===== config.mk =====
export PLATFORM = sky130hd
export DESIGN_NAME = vis_bar_writer
export DESIGN_NICKNAME = d
export VERILOG_FILES = /design/src/rtl/vis_bar_writer.sv
export SDC_FILE = /design/constraint.sdc
export NUM_CORES = 2
export LEC_CHECK = 0
export ABC_AREA = 1
export CAP_MARGIN = 0
export CELL_PAD_IN_SITES_DETAIL_PLACEMENT = 2
export CELL_PAD_IN_SITES_GLOBAL_PLACEMENT = 2
export CORE_ASPECT_RATIO = 1.75
export CORE_MARGIN = 1
export CORE_UTILIZATION = 38
export DETAILED_ROUTE_END_ITERATION = 10
export PLACE_DENSITY_LB_ADDON = 0.25
export SLEW_MARGIN = 20
export SYNTH_ARGS = -nofsm -noshare
export SYNTH_HDL_FRONTEND = slang
export SYNTH_SLANG_ARGS = --single-unit

===== constraint.sdc =====
create_clock -name pixel_clk_in -period 3.6 [get_ports pixel_clk_in]
set_input_delay 0.54 -clock pixel_clk_in [delete_from_list [all_inputs] [get_ports pixel_clk_in]]
set_output_delay 0.54 -clock pixel_clk_in [all_outputs]
set_load 0.02 [all_outputs]

===== src/rtl/vis_bar_writer.sv =====
// vis_bar_writer: scales row updates into a shadow array and sweeps it to the visualizer RAM in vblank; VIS_BAR_DECAY_EN enables per-frame decay
module vis_bar_writer #(
  parameter int SCREEN_HEIGHT = 42,
  parameter int SCREEN_WIDTH  = 76,
  parameter int ACTIVE_V      = 720,
  parameter int SHIFT         = 0,
  parameter int DECAY_STEP    = 16
) (
  input  logic                             pixel_clk_in,
  input  logic                             rst_in,
  input  logic [10:0]                      hcount_in,
  input  logic [9:0]                       vcount_in,
  input  logic                             upd_valid,
  output logic                             upd_ready,
  input  logic [$clog2(SCREEN_HEIGHT)-1:0] upd_row,
  input  logic [31:0]                      upd_value,
  output logic                             tg_write_en,
  output logic [$clog2(SCREEN_HEIGHT)-1:0] tg_addr,
  output logic [31:0]                      tg_input,
  output logic                             upd_drop,
  output logic                             frame_done
);
  localparam int AW = $clog2(SCREEN_HEIGHT);
  localparam int RW = $clog2(SCREEN_HEIGHT + 1);
  localparam logic [31:0] MAX_PX = 32'(16 * SCREEN_WIDTH);
  localparam logic [31:0] DSTEP = 32'(DECAY_STEP);
  localparam logic [9:0] LINE = 10'(ACTIVE_V);
  localparam logic [RW-1:0] ROWS = RW'(SCREEN_HEIGHT);
`ifdef VIS_BAR_DECAY_EN
  localparam bit DECAY = 1'b1;
`else
  localparam bit DECAY = 1'b0;
`endif
  typedef enum logic [1:0] {IDLE, SWEEP, ARMED} state_t;
  state_t state;
  logic [RW-1:0] r;
  logic [31:0] shadow [SCREEN_HEIGHT];
  logic [31:0] shifted, len, cur, decayed;
  logic start, accept, in_range, emit;
  logic [AW-1:0] emit_row;
  assign upd_ready = !rst_in && state != SWEEP;
  // row 0 is emitted on the start edge itself so the write lands one cycle after start
  always_comb begin
    shifted = upd_value >> SHIFT;
    len = shifted > MAX_PX ? MAX_PX : shifted;
    start = vcount_in == LINE && hcount_in == '0;
    in_range = {1'b0, upd_row} < (AW+1)'(SCREEN_HEIGHT);
    accept = upd_valid && upd_ready;
    emit = state == IDLE ? start : (state == SWEEP && r != ROWS);
    emit_row = state == SWEEP ? r[AW-1:0] : '0;
    cur = shadow[emit_row];
    decayed = cur > DSTEP ? cur - DSTEP : '0;
  end
  always_ff @(posedge pixel_clk_in) begin
    if (rst_in) begin
      state <= IDLE;
      r <= '0;
      tg_write_en <= 1'b0;
      tg_addr <= '0;
      tg_input <= '0;
      upd_drop <= 1'b0;
      frame_done <= 1'b0;
    end else begin
      upd_drop <= accept && !in_range;
      tg_write_en <= emit;
      tg_addr <= emit ? emit_row : '0;
      tg_input <= emit ? cur : '0;
      frame_done <= state == SWEEP && r == ROWS;
      r <= emit ? RW'(emit_row) + RW'(1) : '0;
      state <= state == IDLE ? (start ? SWEEP : IDLE) :
               state == SWEEP ? (r == ROWS ? ARMED : SWEEP) :
               (vcount_in < LINE ? IDLE : ARMED);
    end
  end
  always_ff @(posedge pixel_clk_in) begin
    if (rst_in) begin
      for (int i = 0; i < SCREEN_HEIGHT; i++) shadow[i] <= '0;
    end else begin
      if (emit && DECAY) shadow[emit_row] <= decayed;
      if (accept && in_range) shadow[upd_row] <= len;
    end
  end
endmodule


[After elaboration in Yosys (flattened, before gate mapping)]
Memories as Yosys holds them, arrays and structs flattened. A register that Yosys moved wholly into a read port is not among the register bits.
Index checks and enable logic that the tools add are counted.
Widths: inputs -> output; s select.
Word-level totals
  input bits: 62
  logic and storage cells: 46
  memories kept: 1
  bits in writable memories: 1344
  output and inout port bits: 42
  flip-flop bits (word level): 17
Memory list
  shadow: depth 42, bits a word 32, read ports 1, clocked after Yosys merged registers in 1, wr ports 42, line 37  | logic [31:0] shadow [SCREEN_HEIGHT];
Operators by class
  add/sub/neg operators: 1
  bitwise operators: 1
  $lt $le $gt $ge: 3
  reduce and logical (&&, ||, !) cells: 13
  equal/unequal tests: 5
  multiplexer cells: 16
Operators with widths (number)
  $mux 32: 2
  $gt 32x11->1 const B: 1
  $reduce_or 32->1: 1
  $mux 6: 2
  $logic_not 11->1: 1
  $eq 10x10->1 const B: 1
  $lt 10x10->1 const B: 1
  $mux 1: 8
  $mux 2: 4
  $logic_and 1x1->1: 7
  $add 6x1->6 const B: 1
  $eq 6x6->1 const B: 1
  $lt 6x6->1 const B: 1
  $ne 6x6->1 const B: 1
  $eq 2x1->1 const B: 1
  $logic_not 1->1: 2
  $logic_not 2->1: 1
  $ne 2x1->1 const B: 1
  $reduce_or 2->1: 1
  $not 1->1: 1

[Longest topological paths before layout]
  word-level depth: 9
  gate-level depth with buffers: 13
  depth with buffers taken out: 11

[Least setup slack after synthesis]
No wires, ideal clock.
  path type: input-to-reg
  start: input port upd_row[5]
  end: memory shadow[16][0], enable pin
  stages on the path: 11
  setup time: 0.389 ns
  required time: 3.211 ns
  path buffers: 0
  slack: 0.850 ns
  data arrival time: 2.360 ns
  path through: inv_1 > nor2_1 > inv_2 > nor2_1 > a22oi_1 > nand2_1 > inv_2 > nand4_1 > nor2_1 > inv_2 > nand2_1
RTL lines
  start: declaration: line 15  | input logic [$clog2(SCREEN_HEIGHT)-1:0] upd_row,
  end: declaration: line 37

[Final worst setup path]
  start: register state[1]
  end: register tg_input[1] (read register of shadow)
Between the ends
  longest elaborated chain between the ends: 5
  elaborated cells between the ends (all ways): 7
  classes of those cells: eq/ne: 1; mux: 2; bitwise: 1; reduce/logical: 3
RTL lines
  start: declaration: line 35  | state_t state;
  start signal: assignment: line 70  | state <= state == IDLE ? (start ? SWEEP : IDLE) :
  $eq 2x1->1: line 49, 50
  $logic_and 1x1->1: line 49  | emit = state == IDLE ? start : (state == SWEEP && r != ROWS);
  $mux 1: line 49
  $not 1->1 (no source line)
  $reduce_or 2->1 (no source line)
  end: declaration: line 19  | output logic [31:0] tg_input,
Several ways; a longest one is shown, not always the timed one.
A chain may end at the register's enable or synchronous reset.

==> metrics.md <==
| Metric | Value |
|---|---|
| Final Skew | 0.0473 ns |
| Maxcap violations | 0 |
| Post-Syn Instances | approximately 8.9k |
| Top cells by count, synth | edfxtp_1, nand3_1, nand2_1, inv_1, nor2_1 |
| Most common cell in the netlist | edfxtp_1 |
| DIE WIDTH | 373 µm |
| Synth async-reset ratio | 0% |
| EDFF count, synth | 2048 |
| Syn_area_per_cell | around 10 µm² |
| CP startpoint kind | flip-flop |
| Grt ovf | 0 |
| DIE AREA | 243000 µm² |
| Detailed Route Iter0 Violations | 4543 |
| Fin cells | 14.6k |
| Area contributors post-synth | edfxtp_1, nand3_1, nand2_1 |
| Reg2Reg Depth | 13 |
| Layout cells sized above 1 | 8.53% |
| Most area-hungry cell type in the Yosys netlist | edfxtp_1 |
| Synthesis warning total | 0 |
| WHS Endpoint | upd_drop |
| Hold_buf cts | 0 |
| VDD IR-drop max | between 0.3 and 0.4 mV |
| Latest clock arrival within the worst-skew pair | 0.91 ns |
| Slew HR | 38.2% |
| Area Overhead vs Synth | 24.3% |
| Fmax | roughly 0.29 GHz |
| Crit Path Category | flip-flop to flip-flop |
| Post-synthesis cell type count | 35 |
| # rows | around 240 |
| Pleak | slightly above 50 nW |
| CP Capture Type | flip-flop |
| Ys flop type | edfxtp_1 |
| Hold path startpoint | upd_valid |
| Finish-stage setup viols | 0 |
| CTS tree | done |
| Fin nets | 11.3k |
| Total power | 53.9 mW |
| Die Ht | 652 µm |
| Hold WC Path Type | input pin to flip-flop |
| # DRC | 0 |
| CTS resizes | 0 |
| First-pass GRT wire length | between 500 and 600 mm |
| Final hold vios | 0 |
| TritonRoute pass-1 iters | 7 |
| Hold depth | 3 |
| Power Dens Cells | 473 nW/µm² |
| Dpl hpwl | 232 mm |
| Crit path time final | about 3.5 ns |
| Initial Utilization | a little under two fifths |
| Worst EP required | 4.42 ns |
| Vias per cell | 4.90 |
| Outcome | finished, final reports clean |
| H-tree depth | 4 |
| Port buffer count | 103 |
| Placed Cells | ~14k |
| CTS Root Cell | clkbuf_16 |
| Final worst path period share | 96.4% |
| ANT nets after route | 0 |
| Seq/Total Area, Yosys | 68.1% |
| Unrepaired setup endpoints after global routing | false |
| Routed WL per cell | 24.5 µm |
| Core footprint | 240000 µm² |
| CTS sink cnt | 2096 |
| Clock Path Buffers | 4 |
| Reg-to-reg slack, setup | 0.13 ns |
| Total Routing Usage GR | between 20 and 30% |
| I/O pins | 104 |
| CP Max Fanout | 18 |
| Reg2reg start | state[1] |
| Final GP Congestion | 0.861 |
| #FFs+latches synth | 2096 |
| Vias | 71.3k |
| Critical Path AT | 4.28 ns |
| Reg-to-reg critical path endpoint | tg_input[1] |
| Total Wirelength | 356 mm |
| CTS clk-pin slew, worst paths | 0.06 ns |
| Initial antenna violation count | 11 |
| Mapped Area | 91700 µm² |
| Largest net degree at the start of global routing | between 100 and 150 |
| Vias in the first global route | between 80k and 90k |
| Worst-margin pin slew | 0.926 ns |
| Post-synth top area share | 67.1% |
| Setup repair bufs after CTS | 0 |
| Pins Over Slew Limit | 0 |
| CTS Buf Count | 209 |
## placed cells by master (no fill, tap or decap), types with 20 or more instances in the layout
| cell type | Yosys | final |
|---|---|---|
| conb_1 | 1 | 2048 |
| or2_2 | 128 | 128 |
| nand3b_1 | 32 | 32 |
| inv_1 | 1402 | 1398 |
| o211ai_1 | 32 | 32 |
| bufinv_16 | 0 | 20 |
| nor2_1 | 1215 | 1212 |
| dfxtp_1 | 48 | 46 |
| clkinv_1 | 4 | 49 |
| nand4_1 | 37 | 37 |
| clkinv_2 | 0 | 42 |
| buf_12 | 0 | 125 |
| inv_2 | 44 | 44 |
| clkbuf_16 | 0 | 211 |
| buf_4 | 3 | 361 |
| nand3_1 | 1578 | 1575 |
| clkdlybuf4s50_1 | 0 | 103 |
| edfxtp_1 | 2048 | 2048 |
| nand2_1 | 1454 | 1450 |
| clkbuf_1 | 246 | 39 |
| o21ai_0 | 320 | 320 |
| a21oi_1 | 35 | 35 |
## power by group
| part | switching, mW | total (mW) | internal [mW] |
|---|---|---|---|
| logic | 2.01 | 2.78 | 0.767 |
| clock network | 9.94 | 22.2 | 12.2 |
| registers | 0.525 | 29.0 | 28.5 |
| total | 12.5 | 53.9 | 41.5 |
## cell families after synthesis
family / after synthesis / share of synthesized area [%]
AO/OA/AOI/OAI: 391 / 2.23
XOR/XNOR: 1 / 0.00956
adder cells (fa/ha/maj): 1 / 0.0136
buffers and inverters: 1972 / 8.38
flip-flops: 2096 / 68.1
other: 1 / 0.00409
AND/OR/NAND/NOR: 4481 / 21.2
## worst max-delay path by stage
stage | startpoint | end | slack [ns] | depth (start not counted)
floorplan | upd_row[5] | shadow[16][0] | 0.85 | 11
global placement | upd_value[24] | shadow[50][0] | -0.05 | 7
detailed placement | upd_value[24] | shadow[55][0] | -0.22 | 7
CTS | r[0] | tg_input[29] | 0.28 | 12
global route | r[0] | tg_input[29] | 0.21 | 12
finish | state[1] | tg_input[1] | 0.13 | 13
## layer usage
metal | up-vias | wire (µm) | GRT usage, %
met5 | - | 8 | 0
met4 | 2 | 27500 | 20.1
met3 | 871 | 14400 | 3.35
met2 | 1833 | 188000 | 54.0
met1 | 36700 | 126000 | 30.4
li1 | 31900 | - | -
## worst max-delay path: stages (launching register included)
cell	delay (ns)
dfxtp_1	0.38
inv_2	0.14
buf_4	0.19
nand3_4	0.15
buf_12	0.22
buf_12	0.19
buf_4	0.32
nand3_1	0.17
nand3_1	0.28
nand3_1	0.27
nand3_1	0.19
nand3_1	0.28
a21oi_1	0.39
buf_4	0.18
## registers in the layout, summed over array words and instances, names as in the netlist
signal / count
state: 1
r: 6
frame_done: 1
tg_addr: 6
tg_input: 32
shadow: 2048
tg_write_en: 1
upd_drop: 1
## cell type report
type / instances / area [µm²]
Fill cell: 25400 / 126000
Sequential cell: 2096 / 62500
Multi-Input combinational cell: 6922 / 29300
Timing Repair Buffer: 589 / 6240
Clock buffer: 254 / 5480
Inverter: 1450 / 5470
Tap cell: 3120 / 3900
Clock inverter: 118 / 1070
Antenna cell: 5 / 12.5
## metrics by stage
| stage | setup slack [ns] | TNS [ns] | util, % | cell area, µm² | hold WS (ns) |
|---|---|---|---|---|---|
| finish | 0.130 | 0 | 47.5 | 114000 | 0.232 |
| global route | 0.212 | 0 | 47.5 | 114000 | 0.250 |
| CTS | 0.280 | 0 | 47.5 | 114000 | 0.181 |
| detailed placement | -0.217 | -4.82 | 44.7 | 107000 | 0.529 |
| global placement | -0.0468 | -1.02 | 44.7 | 107000 | 0.509 |
| floorplan | 0.850 | 0 | - | 99400 | 0.459 |
Note: power is estimated with default switching activity, not from simulation.
